<file path="src/rtl/terminate_issue_queue.sv">
// +---------------------------------------------------------------------------+
// | terminate_issue_queue                                                     |
// | Collapsing issue queue + registered output stage for jump/branch uops.    |
// | Optional: TERM_IQ_BYPASS_EN (empty-queue bypass into the output stage).   |
// | Rev 1.0                                                                   |
// +---------------------------------------------------------------------------+
`default_nettype none

module terminate_issue_queue #(
  parameter int DEPTH  = 4,
  parameter int PTAG_W = 5
) (
  input  logic                         clk,
  input  logic                         rst,
  input  logic                         flush,
  input  logic                         in_valid,
  output logic                         in_ready,
  input  logic [3:0]                   in_opcode,
  input  logic [7:0]                   in_offset,
  input  logic [3:0]                   in_immediate,
  input  logic [4:0]                   in_ROB_entry,
  input  logic [7:0]                   in_arch_dest_regs,
  input  logic [9:0]                   in_phys_dest_regs,
  input  logic [PTAG_W-1:0]            in_base_tag,
  input  logic [PTAG_W-1:0]            in_flag_tag,
  input  logic                         in_base_rdy,
  input  logic                         in_flag_rdy,
  input  logic [1:0]                   wake_valid,
  input  logic [2*PTAG_W-1:0]          wake_tags,
  output logic                         out_valid,
  input  logic                         out_ready,
  output logic [3:0]                   out_opcode,
  output logic [7:0]                   out_offset,
  output logic [3:0]                   out_immediate,
  output logic [4:0]                   out_ROB_entry,
  output logic [7:0]                   out_arch_dest_regs,
  output logic [9:0]                   out_phys_dest_regs,
  output logic [PTAG_W-1:0]            out_base_tag,
  output logic [PTAG_W-1:0]            out_flag_tag,
  output logic [$clog2(DEPTH+1)-1:0]   count
);

  localparam int c_CNT_W = $clog2(DEPTH+1);
  localparam int c_IDX_W = $clog2(DEPTH);
  localparam int c_PAY_W = 39;

  logic [c_PAY_W-1:0] r_pay      [DEPTH];
  logic [PTAG_W-1:0]  r_base_tag [DEPTH];
  logic [PTAG_W-1:0]  r_flag_tag [DEPTH];
  logic [DEPTH-1:0]   r_valid, r_base_rdy, r_flag_rdy;
  logic [c_CNT_W-1:0] r_count;
  logic               r_out_valid;
  logic [c_PAY_W-1:0] r_out_pay;
  logic [PTAG_W-1:0]  r_out_base_tag, r_out_flag_tag;

  // Entry view after wakeup, padded with an empty slot so the shift needs no bound check.
  logic [c_PAY_W-1:0] w_ext_pay      [DEPTH+1];
  logic [PTAG_W-1:0]  w_ext_base_tag [DEPTH+1];
  logic [PTAG_W-1:0]  w_ext_flag_tag [DEPTH+1];
  logic [DEPTH:0]     w_ext_valid, w_ext_base_rdy, w_ext_flag_rdy;

  logic [c_PAY_W-1:0] w_nxt_pay      [DEPTH];
  logic [PTAG_W-1:0]  w_nxt_base_tag [DEPTH];
  logic [PTAG_W-1:0]  w_nxt_flag_tag [DEPTH];
  logic [DEPTH-1:0]   w_nxt_valid, w_nxt_base_rdy, w_nxt_flag_rdy;

  logic [c_PAY_W-1:0] w_in_pay;
  logic               w_in_base_rdy, w_in_flag_rdy;
  logic               w_has_cand, w_out_free, w_issue, w_enq, w_enq_q, w_bypass;
  logic [c_IDX_W-1:0] w_sel;
  logic [c_CNT_W-1:0] w_enq_idx;

  function automatic logic wake_hit(input logic [PTAG_W-1:0] tag);
    return (wake_valid[0] && (wake_tags[PTAG_W-1:0] == tag)) ||
           (wake_valid[1] && (wake_tags[2*PTAG_W-1:PTAG_W] == tag));
  endfunction

  assign w_in_pay      = {in_opcode, in_offset, in_immediate, in_ROB_entry,
                          in_arch_dest_regs, in_phys_dest_regs};
  assign w_in_base_rdy = in_base_rdy | wake_hit(in_base_tag);
  assign w_in_flag_rdy = in_flag_rdy | wake_hit(in_flag_tag);

  assign in_ready   = (r_count != c_CNT_W'(DEPTH));
  assign w_out_free = !r_out_valid || out_ready;
  assign w_enq      = in_valid && in_ready;

`ifdef TERM_IQ_BYPASS_EN
  // An empty queue has no candidate, so bypass never collides with an issue.
  assign w_bypass = w_enq && (r_count == '0) && w_in_base_rdy && w_in_flag_rdy && w_out_free;
`else
  assign w_bypass = 1'b0;
`endif

  assign w_enq_q   = w_enq && !w_bypass;
  assign w_issue   = w_has_cand && w_out_free;
  assign w_enq_idx = r_count - c_CNT_W'(w_issue);

  always_comb begin
    w_has_cand = 1'b0;
    w_sel      = '0;
    for (int i = DEPTH-1; i >= 0; i--) begin
      if (r_valid[i] && r_base_rdy[i] && r_flag_rdy[i]) begin
        w_has_cand = 1'b1;
        w_sel      = c_IDX_W'(i);
      end
    end
  end

  always_comb begin
    for (int i = 0; i < DEPTH; i++) begin
      w_ext_valid[i]    = r_valid[i];
      w_ext_pay[i]      = r_pay[i];
      w_ext_base_tag[i] = r_base_tag[i];
      w_ext_flag_tag[i] = r_flag_tag[i];
      w_ext_base_rdy[i] = r_base_rdy[i] | (r_valid[i] & wake_hit(r_base_tag[i]));
      w_ext_flag_rdy[i] = r_flag_rdy[i] | (r_valid[i] & wake_hit(r_flag_tag[i]));
    end
    w_ext_valid[DEPTH]    = 1'b0;
    w_ext_pay[DEPTH]      = '0;
    w_ext_base_tag[DEPTH] = '0;
    w_ext_flag_tag[DEPTH] = '0;
    w_ext_base_rdy[DEPTH] = 1'b0;
    w_ext_flag_rdy[DEPTH] = 1'b0;
  end

  always_comb begin
    for (int i = 0; i < DEPTH; i++) begin
      if (w_issue && (i >= int'(w_sel))) begin
        w_nxt_valid[i]    = w_ext_valid[i+1];
        w_nxt_pay[i]      = w_ext_pay[i+1];
        w_nxt_base_tag[i] = w_ext_base_tag[i+1];
        w_nxt_flag_tag[i] = w_ext_flag_tag[i+1];
        w_nxt_base_rdy[i] = w_ext_base_rdy[i+1];
        w_nxt_flag_rdy[i] = w_ext_flag_rdy[i+1];
      end else begin
        w_nxt_valid[i]    = w_ext_valid[i];
        w_nxt_pay[i]      = w_ext_pay[i];
        w_nxt_base_tag[i] = w_ext_base_tag[i];
        w_nxt_flag_tag[i] = w_ext_flag_tag[i];
        w_nxt_base_rdy[i] = w_ext_base_rdy[i];
        w_nxt_flag_rdy[i] = w_ext_flag_rdy[i];
      end
      if (w_enq_q && (w_enq_idx == c_CNT_W'(i))) begin
        w_nxt_valid[i]    = 1'b1;
        w_nxt_pay[i]      = w_in_pay;
        w_nxt_base_tag[i] = in_base_tag;
        w_nxt_flag_tag[i] = in_flag_tag;
        w_nxt_base_rdy[i] = w_in_base_rdy;
        w_nxt_flag_rdy[i] = w_in_flag_rdy;
      end
    end
  end

  always_ff @(posedge clk or posedge rst) begin
    if (rst) begin
      r_valid    <= '0;
      r_base_rdy <= '0;
      r_flag_rdy <= '0;
      r_count    <= '0;
      for (int i = 0; i < DEPTH; i++) begin
        r_pay[i]      <= '0;
        r_base_tag[i] <= '0;
        r_flag_tag[i] <= '0;
      end
    end else if (flush) begin
      r_valid <= '0;
      r_count <= '0;
    end else begin
      r_valid    <= w_nxt_valid;
      r_base_rdy <= w_nxt_base_rdy;
      r_flag_rdy <= w_nxt_flag_rdy;
      r_count    <= r_count + c_CNT_W'(w_enq_q) - c_CNT_W'(w_issue);
      for (int i = 0; i < DEPTH; i++) begin
        r_pay[i]      <= w_nxt_pay[i];
        r_base_tag[i] <= w_nxt_base_tag[i];
        r_flag_tag[i] <= w_nxt_flag_tag[i];
      end
    end
  end

  always_ff @(posedge clk or posedge rst) begin
    if (rst) begin
      r_out_valid    <= 1'b0;
      r_out_pay      <= '0;
      r_out_base_tag <= '0;
      r_out_flag_tag <= '0;
    end else if (flush) begin
      r_out_valid <= 1'b0;
    end else if (w_issue) begin
      r_out_valid    <= 1'b1;
      r_out_pay      <= r_pay[w_sel];
      r_out_base_tag <= r_base_tag[w_sel];
      r_out_flag_tag <= r_flag_tag[w_sel];
    end else if (w_bypass) begin
      r_out_valid    <= 1'b1;
      r_out_pay      <= w_in_pay;
      r_out_base_tag <= in_base_tag;
      r_out_flag_tag <= in_flag_tag;
    end else if (out_ready) begin
      r_out_valid <= 1'b0;
    end
  end

  assign out_valid    = r_out_valid;
  assign out_base_tag = r_out_base_tag;
  assign out_flag_tag = r_out_flag_tag;
  assign count        = r_count;
  assign {out_opcode, out_offset, out_immediate, out_ROB_entry,
          out_arch_dest_regs, out_phys_dest_regs} = r_out_pay;

endmodule

`default_nettype wire

</file>
<file path="config.mk">
export PLATFORM = sky130hd
export DESIGN_NAME = terminate_issue_queue
export DESIGN_NICKNAME = d
export VERILOG_FILES = /design/src/rtl/terminate_issue_queue.sv
export SDC_FILE = /design/constraint.sdc
export NUM_CORES = 1
export LEC_CHECK = 0
export ABC_AREA = 1
export BUFFER_PORTS_ARGS = -buffer_cell sky130_fd_sc_hd__buf_2
export CORE_ASPECT_RATIO = 0.5
export CORE_MARGIN = 8
export CORE_UTILIZATION = 51
export CTS_BUF_LIST = sky130_fd_sc_hd__clkbuf_4
export DETAILED_ROUTE_END_ITERATION = 8
export PLACE_DENSITY = 0.68
export SKIP_CTS_REPAIR_TIMING = 1
export SKIP_LAST_GASP = 1
export SLEW_MARGIN = 10
export SYNTH_ARGS = -nofsm -noshare
export SYNTH_HDL_FRONTEND = slang
export SYNTH_SLANG_ARGS = --single-unit
</file>
<file path="constraint.sdc">
create_clock -name clk -period 13.2 [get_ports clk]
set_input_delay 2.64 -clock clk [delete_from_list [all_inputs] [get_ports clk]]
set_output_delay 2.64 -clock clk [all_outputs]
set_load 0.01 [all_outputs]
</file>
==> results.yml, run 1 <==
critical_path:
  max_stage_delay_ns: 0.75
  worstRegToRegCells: 13
  cp-end-kind: "register"
  worstSetupStartpointType: "primary input"
  cp_num_cells: 12
  worstPathRequired_ns: 13.77
  reg2reg_slack_ns: 8.79
  timing.rr.start: "r_valid[0]"
  critPathMaxFanout: 104
  worstPathArrival_ns: 6.22
  slowest_stage: "buf_4"
  worst-setup-path-type: "primary input to register"
  path_cells: "buf_2, inv_1, nand2_1, nand3_1, inv_1, ha_1, xor2_1, nor3_2, nand2_4, a21oi_4, buf_4, o21ai_0"
  cp_common_cell: "inv_1"
  cp_top_family: "simple AND/OR/NAND/NOR gates"
  worstSetupStartpoint: "out_ready"
  path_buf_inv: 4
  reg2reg_to: "r_pay[149]"
  timing.critical_path.to: "r_pay[149]"
synthesis:
  synth_top_area_share: 0.4364
  ys_warn_count: 0
  synthesis.nets: 2257
  synth_top_family_by_area: "simple AND/OR/NAND/NOR gates"
  synth-compound-area-share: 0.2153
  syn_avg_cell_area_sq_um: 6.850
  synth_top_cells_by_count: "736 x nand2_1, 448 x o21ai_0, 261 x dfrtp_1, 229 x inv_1, 104 x a21oi_1"
  synthFlopType: "dfrtp_1"
  synthAdderAreaFrac: 0.003846
  synth_edf_count: 0
  synth_xor_area_frac: 0.006437
  synth.cell_area_sq_um: 14970
  synth-seq-area-share: 0.4364
  ys_types: 31
  synth_top_cell_by_area: "dfrtp_1"
  synth_most_common_cell: "nand2_1"
  synth_mux_area_frac: 0
  ys_top_cells_by_area: "dfrtp_1 44%, nand2_1 18%, o21ai_0 15%"
  yosys.area_share.simple: 0.2327
  async_reset_ff_frac: 1.000
  netlist_instances: 2185
  ys_seq_elements: 261
placement:
  preCtsSetupSlack_ns: 6.809
  io_buffers: 121
  gp_congestion: 0.8997
  place_hpwl_um: 25640
global_route:
  grt_max_degree: 123
  track_usage: 0.2440
  grt_pass1_vias: 13380
  antenna_found_initial: 1
  grt_pass1_wl_um: 70660
  overflow: 0
power:
  p_per_area_nw_per_um2: 201.3
  peakVddDrop_uv: 131.7
  internal_power_mw: 1.865
  leakage_nw: 8.154
  p_sw_frac: 0.4292
  combPwrFrac: 0.398
  p_clk_frac: 0.188
  p_switching_mw: 1.402
  p_seq_frac: 0.414
run_status:
  status: "completed"
clock_network:
  cts_tree: "built"
  cts-buffers-inserted: 60
  clock_path_buffers: 3
  cts_max_level: 2
  clkTransAtPathRegs_ns: 0.07
  clock-sinks: 261
  cts_root_buf: "clkbuf_4"
  clk_latency_ns: 0.75
cells_and_area:
  num-fill-cells: 2943
  final-seq-area_sq_um: 6531
  areaGrowthSynthToFinish_pct: 8.460
  nNetsFinal: 2316
  final_layout_size_suffix_gt1_frac: 0.1087
  multi_input_area_sq_um: 6908
floorplan:
  die_h_um: 137.1
  fp-row-count: 44
  core_area_sq_um: 28960
  ios: 122
  dieArea_sq_um: 35420
  dieWidth_um: 258.3
  start_util: 0.5169
route:
  drt_iter0_markers: 1326
  via_count: 14250
  viasPerCell: 5.330
  wl_per_cell_um: 16.18
  wl_um: 43280
  ant_nets: 0
  drc: 0
  dr.pass1.iters: 5
sta:
  timing.final.crit_share: 0.4282
  rsz0062_at_grt: "false"
  setup-tns-final_ns: 0
  tightest_slew_ns: 1.144
  clock_skew_ns: 0.03431
  max_clock_freq_mhz: 176.9
  drv_slew: 0
  postLayoutSetupSlackWorst_ns: 7.548
  setup_viol: 0
  period_needed_ns: 5.652
  hold_slack_ns: 0.5008
  hold_violations: 0
  relSlewSlack: 0.2372
worst_hold_path:
  min_path_type: "register to register"
job:
  max-cap-violations: 0
[worst min path at each step]
stage	to	depth (start not counted)	slack, ns	start
3_3_place_gp	r_out_pay[28]	2	0.48	r_out_pay[28]
3_5_place_dp	r_out_pay[7]	2	0.49	r_out_pay[7]
2_1_floorplan	r_base_rdy[0]	2	0.47	r_base_rdy[0]
6_report	out_flag_tag[2]	2	0.50	out_flag_tag[2]
4_1_cts	r_out_pay[7]	2	0.51	r_out_pay[7]
5_1_grt	r_out_pay[10]	2	0.52	r_out_pay[10]
[power groups by stage]
stage	logic [mW]	clock network (mW)	registers (mW)
after floorplan	0.955	0	1.35
after global placement	1.28	0	1.35
after detailed placement	1.30	0	1.36
after CTS	1.31	0.625	1.35
after global routing	1.51	0.664	1.40
final	1.30	0.613	1.35
[cell usage in the layout (no fill, tap or decap), drive strengths merged, types with 3 or more instances in the layout]
cell type and instances:
nand2 741, o21ai 518, dfrtp 261, inv 240
buf 134, a21oi 107, nor2 104, clkbuf 81
nand3 42, clkinv 22, xor2 10, o22ai 5
nor3 5, nand4 3, a31oi 3, ha 3
[layout make-up]
type                    instances  share of cell area
diodes                          1           0.0001542
multi-input cells            1544              0.4255
well taps                     391             0.03014
repair buffers                134             0.04332
flip-flops and latches        261              0.4023
inverters                     243             0.05665
clock buffers                  81             0.03746
clock inverters                19            0.004393
[flip-flops by register name, indices dropped and copies added (netlist names)]
register	cells
r_pay	156
r_flag_tag	20
r_out_pay	39
count	3
out_flag_tag	5
r_base_rdy	4
out_base_tag	5
out_valid	1
r_flag_rdy	4
r_base_tag	20
r_valid	4
[routing by layer]
metal,vias up,wire length [um],GRT usage
met2,441,19910,0.4026
met4,0,986,0.07869
met5,-,0,0
met1,6636,19610,0.3279
li1,7101,-,-
met3,74,2762,0.04068
[logic make-up after synthesis]
kind of cell	count (synthesis)
adder cells (fa/ha/maj)	4
XOR/XNOR	11
buffers and inverters	380
AO/OA/AOI/OAI	634
flip-flops	261
AND/OR/NAND/NOR	895
[worst register-to-register path, cell delays in order (launching register included)]
cell and delay [ns]:
dfrtp_1 0.42, nand3_1 0.21, nand2_2 0.15, inv_2 0.12, nand2_2 0.08, nand3_1 0.09
inv_1 0.05, ha_1 0.18, xor2_1 0.18, nor3_2 0.39, nand2_4 0.65, a21oi_4 0.74
buf_4 0.75, o21ai_0 0.23
[per-stage QoR]
step	instance area, sq um	util	power, mW	std cells
global route	16230	0.5606	3.569	2674
finish	16230	0.5606	3.267	2674
floorplan	14970	-	2.302	2185
CTS	16230	0.5605	3.283	2673
detailed placement	15550	0.5370	2.662	2573
global placement	15550	0.5370	2.633	2573
Note: power is estimated with default switching activity, not from simulation.
==> inputs of run 2 (changes only) <==
==> constraint.sdc (replaced) <==
create_clock -name clk -period 5.7 [get_ports clk]
set_input_delay 1.14 -clock clk [delete_from_list [all_inputs] [get_ports clk]]
set_output_delay 1.14 -clock clk [all_outputs]
set_load 0.01 [all_outputs]
==> run 2 against run 1 <==
Sequential power grew 130%. Register-to-register slack lost 6.5 ns. Clock-buffer cell count grew 4. Utilization grew 0.43 points. Hold slack gained 0.0046 ns. Non-clock buffer count grew 4. Global-route usage shrank 0.63 points. Clock power grew 140%. Die area is the same. Highest routed layer unchanged.
==> results.yml, run 2 (synthesized netlist as in run 1, its figures left out) <==
power:
  leakage_nw: 8.211
  p_per_area_nw_per_um2: 466.4
  peakVddDrop_uv: 316.3
placement:
  preCtsSetupSlack_ns: 1.771
  place_hpwl_um: 25510
  io_buffers: 121
  placed_area_sq_um: 15620
  gp_congestion: 0.8829
clock_network:
  cts-buffers-inserted: 61
  clock_path_buffers: 3
  clkTransAtPathRegs_ns: 0.08
  cts_tree: "built"
  clk_latency_ns: 0.74
  cts_max_level: 2
  cts_root_buf: "clkbuf_4"
  clock-sinks: 261
critical_path:
  worstSetupStartpoint: "r_valid[0]"
  path_cells: "nand3_1, nand2_2, o21ai_4, buf_4, nand2_1, nand2_1, nand2_4, a21oi_4, buf_12, o21ai_0"
  worstPathRequired_ns: 6.29
  slowest_stage: "a21oi_4"
  cp_common_cell: "nand2_1"
  max_stage_delay_ns: 0.63
  critPathMaxFanout: 72
  cp-end-kind: "register"
  worstSetupStartpointType: "register"
  worst-setup-path-type: "register to register"
  timing.rr.start: "r_valid[0]"
  worstPathArrival_ns: 4.05
sta:
  clock_skew_ns: 0.03714
  max_clock_freq_mhz: 289.2
  hold_slack_ns: 0.5054
  hold_violations: 0
  timing.final.crit_share: 0.6066
  rsz0062_at_grt: "false"
  setup-tns-final_ns: 0
  relSlewSlack: 0.2217
  drv_slew: 0
  period_needed_ns: 3.458
  setup_viol: 0
  postLayoutSetupSlackWorst_ns: 2.242
  tightest_slew_ns: 1.166
route:
  drc: 0
  ant_nets: 0
  wl_per_cell_um: 15.77
  drt_iter0_markers: 1168
  via_count: 14390
  viasPerCell: 5.351
  wl_um: 42410
  dr.pass1.iters: 6
global_route:
  track_usage: 0.2377
  grt_pass1_wl_um: 69090
  grt_max_degree: 170
  overflow: 0
  grt_pass1_vias: 13490
  antenna_found_initial: 1
floorplan:
  core_area_sq_um: 28960
  dieWidth_um: 258.3
  start_util: 0.5169
  fp-row-count: 44
  dieArea_sq_um: 35420
  ios: 122
  die_h_um: 137.1
cells_and_area:
  reg_top3: "r_pay: 156 flops, r_out_pay: 39 flops"
  areaGrowthSynthToFinish_pct: 9.287
  nNetsFinal: 2321
  layout_commonest_cell: "nand2_1"
  largest_reg_flops: 156
  regMostFlops: "r_pay"
  final_cell_mix: "735 x nand2_1, 448 x o21ai_0, 261 x dfrtp_1"
  final_cell_area_sq_um: 16360
  final_layout_size_suffix_gt1_frac: 0.1123
  finish.utilization: 0.5649
run_status:
  status: "completed"
job:
  max-cap-violations: 0
worst_hold_path:
  min_path_type: "primary input to asynchronous set/reset pin"
-- run 2: cell types whose count changed in the layout (fill, tap and decap cells not counted), sizes merged --
| cell | change |
|---|---|
| inv | -2 |
| buf | +4 |
| clkinvlp | +1 |
| clkbuf | +4 |
| clkinv | +8 |
-- run 2: report_power, final --
part / switching (mW) / leakage, nW / total (mW) / internal (mW)
clock network: 0.793 / 0.442 / 1.48 / 0.690
registers: 0.505 / 3.40 / 3.12 / 2.62
logic: 1.95 / 4.37 / 3.02 / 1.07
total: 3.25 / 8.21 / 7.63 / 4.38
-- run 2: metal layers --
metal  part of all wire  GRT usage  vias to the layer above  wire [um]
met5                  0          0                        -          0
met1               0.46     0.3213                     6719      19370
met4              0.024    0.07869                        0       1017
met2               0.45     0.3879                      461      19030
met3              0.071    0.04068                       88       2996
li1                   -          -                     7122          -
-- run 2: worst max-delay path: cells and delay by family (launching register included) --
kind / cells / cell delay [ns]
buffers and inverters: 2 / 0.87
AOI/OAI and AO/OA: 3 / 1.07
DFF: 1 / 0.42
and+or+nand+nor: 5 / 0.88
-- run 2: stage by stage --
step | power, mW | std cells
after floorplan | 5.331 | 2185
after global placement | 6.098 | 2577
after detailed placement | 6.163 | 2577
after CTS | 7.670 | 2688
after global routing | 8.341 | 2689
final | 7.629 | 2689
-- run 2: path summary, 6_finish.rpt --
path	end	slack [ns]	cells after the start
min	r_flag_tag[2]	0.51	2
max reg2reg	r_pay[139]	2.24	10
min reg2reg	out_flag_tag[1]	0.51	2
min in group clk	out_flag_tag[1]	0.51	2
max	r_pay[139]	2.24	10
max in group asynchronous	r_pay[21]	3.81	3
-- run 2: layout make-up --
cell class              count  area (sq um)
inverters                 243         915.9
multi-input cells        1544          6908
diodes                      1         2.502
fillers                  2954         12600
flip-flops and latches    261          6531
clock inverters            26         101.3
well taps                 391         489.2
clock buffers              85         638.1
repair buffers            138         770.7
==> inputs of run 3 (changes only) <==
--- a/config.mk
+++ b/config.mk
@@ -12,7 +12,7 @@
 export CORE_UTILIZATION = 51
 export CTS_BUF_LIST = sky130_fd_sc_hd__clkbuf_4
 export DETAILED_ROUTE_END_ITERATION = 8
-export PLACE_DENSITY = 0.68
+export PLACE_DENSITY = 0.7
 export SKIP_CTS_REPAIR_TIMING = 1
 export SKIP_LAST_GASP = 1
 export SLEW_MARGIN = 10
==> constraint.sdc (replaced) <==
create_clock -name clk -period 2.9 [get_ports clk]
set_input_delay 0.58 -clock clk [delete_from_list [all_inputs] [get_ports clk]]
set_output_delay 0.58 -clock clk [all_outputs]
set_load 0.01 [all_outputs]
==> run 3 against run 2 <==
Maximum frequency grew 25%. Critical path type unchanged. Critical endpoint is now r_pay[80]. Flip-flop and latch count is the same. Register-to-register slack lost 2.1 ns. Highest routed layer unchanged. Largest power group is now combinational logic. Largest cell class unchanged. Clock skew grew 0.021 ns.
==> results.yml, run 3 (synthesized netlist as in run 1, its figures left out) <==
run_status:
  status: "completed"
floorplan:
  fp-row-count: 44
  start_util: 0.5169
  core_area_sq_um: 28960
  dieWidth_um: 258.3
  ios: 122
  die_h_um: 137.1
  dieArea_sq_um: 35420
sta:
  hold_slack_ns: 0.1570
  period_needed_ns: 2.771
  clock_skew_ns: 0.05811
  rsz0062_at_grt: "true"
  timing.final.crit_share: 0.9554
  tightest_slew_ns: 0.7791
  setup-tns-final_ns: 0
  setup_viol: 0
  drv_slew: 0
  postLayoutSetupSlackWorst_ns: 0.1293
  hold_violations: 0
  max_clock_freq_mhz: 360.9
  relSlewSlack: 0.4795
critical_path:
  path_cells: "nand3_2, nand2_2, inv_2, nand2_2, nand3_1, inv_1, ha_1, xor2_1, nor3_4, nand3_4, a21oi_4, buf_4, buf_12, nand2_1, o21ai_1"
  cp_common_cell: "nand2_2"
  slowest_stage: "dfrtp_1"
  worst-setup-path-type: "register to register"
  worstPathArrival_ns: 3.39
  worstSetupStartpointType: "register"
  cp-end-kind: "register"
  max_stage_delay_ns: 0.43
  worstPathRequired_ns: 3.52
  timing.rr.start: "r_valid[1]"
  critPathMaxFanout: 41
  worstSetupStartpoint: "r_valid[1]"
cells_and_area:
  final_cells: 2718
  finish.utilization: 0.5861
  largest_reg_flops: 156
  final_cell_area_sq_um: 16970
  regMostFlops: "r_pay"
  final_layout_size_suffix_gt1_frac: 0.1307
  final_cell_mix: "735 x nand2_1, 448 x o21ai_0, 260 x dfrtp_1"
  reg_top3: "r_pay: 156 flops, r_out_pay: 39 flops"
  nNetsFinal: 2359
  areaGrowthSynthToFinish_pct: 13.40
  layout_commonest_cell: "nand2_1"
clock_network:
  cts_max_level: 3
  cts_tree: "built"
  cts-buffers-inserted: 66
  cts_root_buf: "clkbuf_4"
  clk_latency_ns: 0.74
  clkTransAtPathRegs_ns: 0.08
  clock_path_buffers: 3
  clock-sinks: 261
global_route:
  grt_pass1_vias: 13710
  grt_pass1_wl_um: 70910
  antenna_found_initial: 1
  overflow: 0
  track_usage: 0.2469
  grt_max_degree: 104
placement:
  gp_congestion: 0.9188
  preCtsSetupSlack_ns: -0.004857
  place_hpwl_um: 27690
  placed_area_sq_um: 15960
  dp.cells: 2601
  io_buffers: 121
route:
  drt_iter0_markers: 1687
  via_count: 14710
  wl_um: 45730
  viasPerCell: 5.410
  ant_nets: 0
  drc: 0
  wl_per_cell_um: 16.83
  dr.pass1.iters: 5
power:
  total_power_mw: 15.85
  leakage_nw: 8.518
  peakVddDrop_uv: 481.7
  p_per_area_nw_per_um2: 934.2
job:
  max-cap-violations: 0
worst_hold_path:
  hold_start: "in_phys_dest_regs[0]"
  min_path_type: "primary input to register"
## run 3: cell types whose count changed in the layout (fill, tap and decap cells not counted), sizes merged
cell | before | now
clkinvlp | 1 | 2
clkbuf | 85 | 100
clkinv | 30 | 12
bufinv | 0 | 2
buf | 138 | 166
dlygate4sd3 | 0 | 1
## run 3: final timing paths
kind | cells past startpoint | slack (ns) | end
setup / recovery | 15 | 0.13 | r_pay[80]
setup reg to reg | 15 | 0.13 | r_pay[80]
hold reg to reg | 2 | 0.50 | r_out_pay[38]
min in group asynchronous | 3 | 0.55 | r_pay[115]
max in group asynchronous | 4 | 1.59 | r_base_tag[16]
hold / removal | 3 | 0.16 | r_pay[0]
## run 3: final cells by class
cell class,instances,area (sq um)
clock buffer,96,720.7
tap,391,489.2
fill,2811,11990
antenna,1,2.502
timing repair buffer,171,1290
inverter,243,915.9
multi-input combinational,1544,6924
sequential,261,6533
clock inverter,11,97.59
## run 3: critical path: cells and delay by family (launching register included)
family	cells	cell delay, ns
buffers and inverters	4	0.59
AND/OR/NAND/NOR	7	0.98
AO/OA/AOI/OAI	2	0.27
flip-flops	1	0.43
XOR/XNOR	1	0.20
adder cells (fa/ha/maj)	1	0.18
## run 3: layer usage
layer | vias to the layer above | wire, um | part of all wire | GRT usage
met1 | 6927 | 20340 | 0.44 | 0.3358
li1 | 7169 | - | - | -
met5 | - | 0 | 0 | 0
met4 | 0 | 874 | 0.019 | 0.07061
met3 | 76 | 3757 | 0.082 | 0.05375
met2 | 533 | 20760 | 0.45 | 0.3963
## run 3: power breakdown
group | leakage (nW) | internal (mW) | total (mW) | switching (mW)
clock network | 0.485 | 1.68 | 3.27 | 1.58
logic | 4.63 | 2.35 | 6.42 | 4.07
registers | 3.40 | 5.15 | 6.17 | 1.02
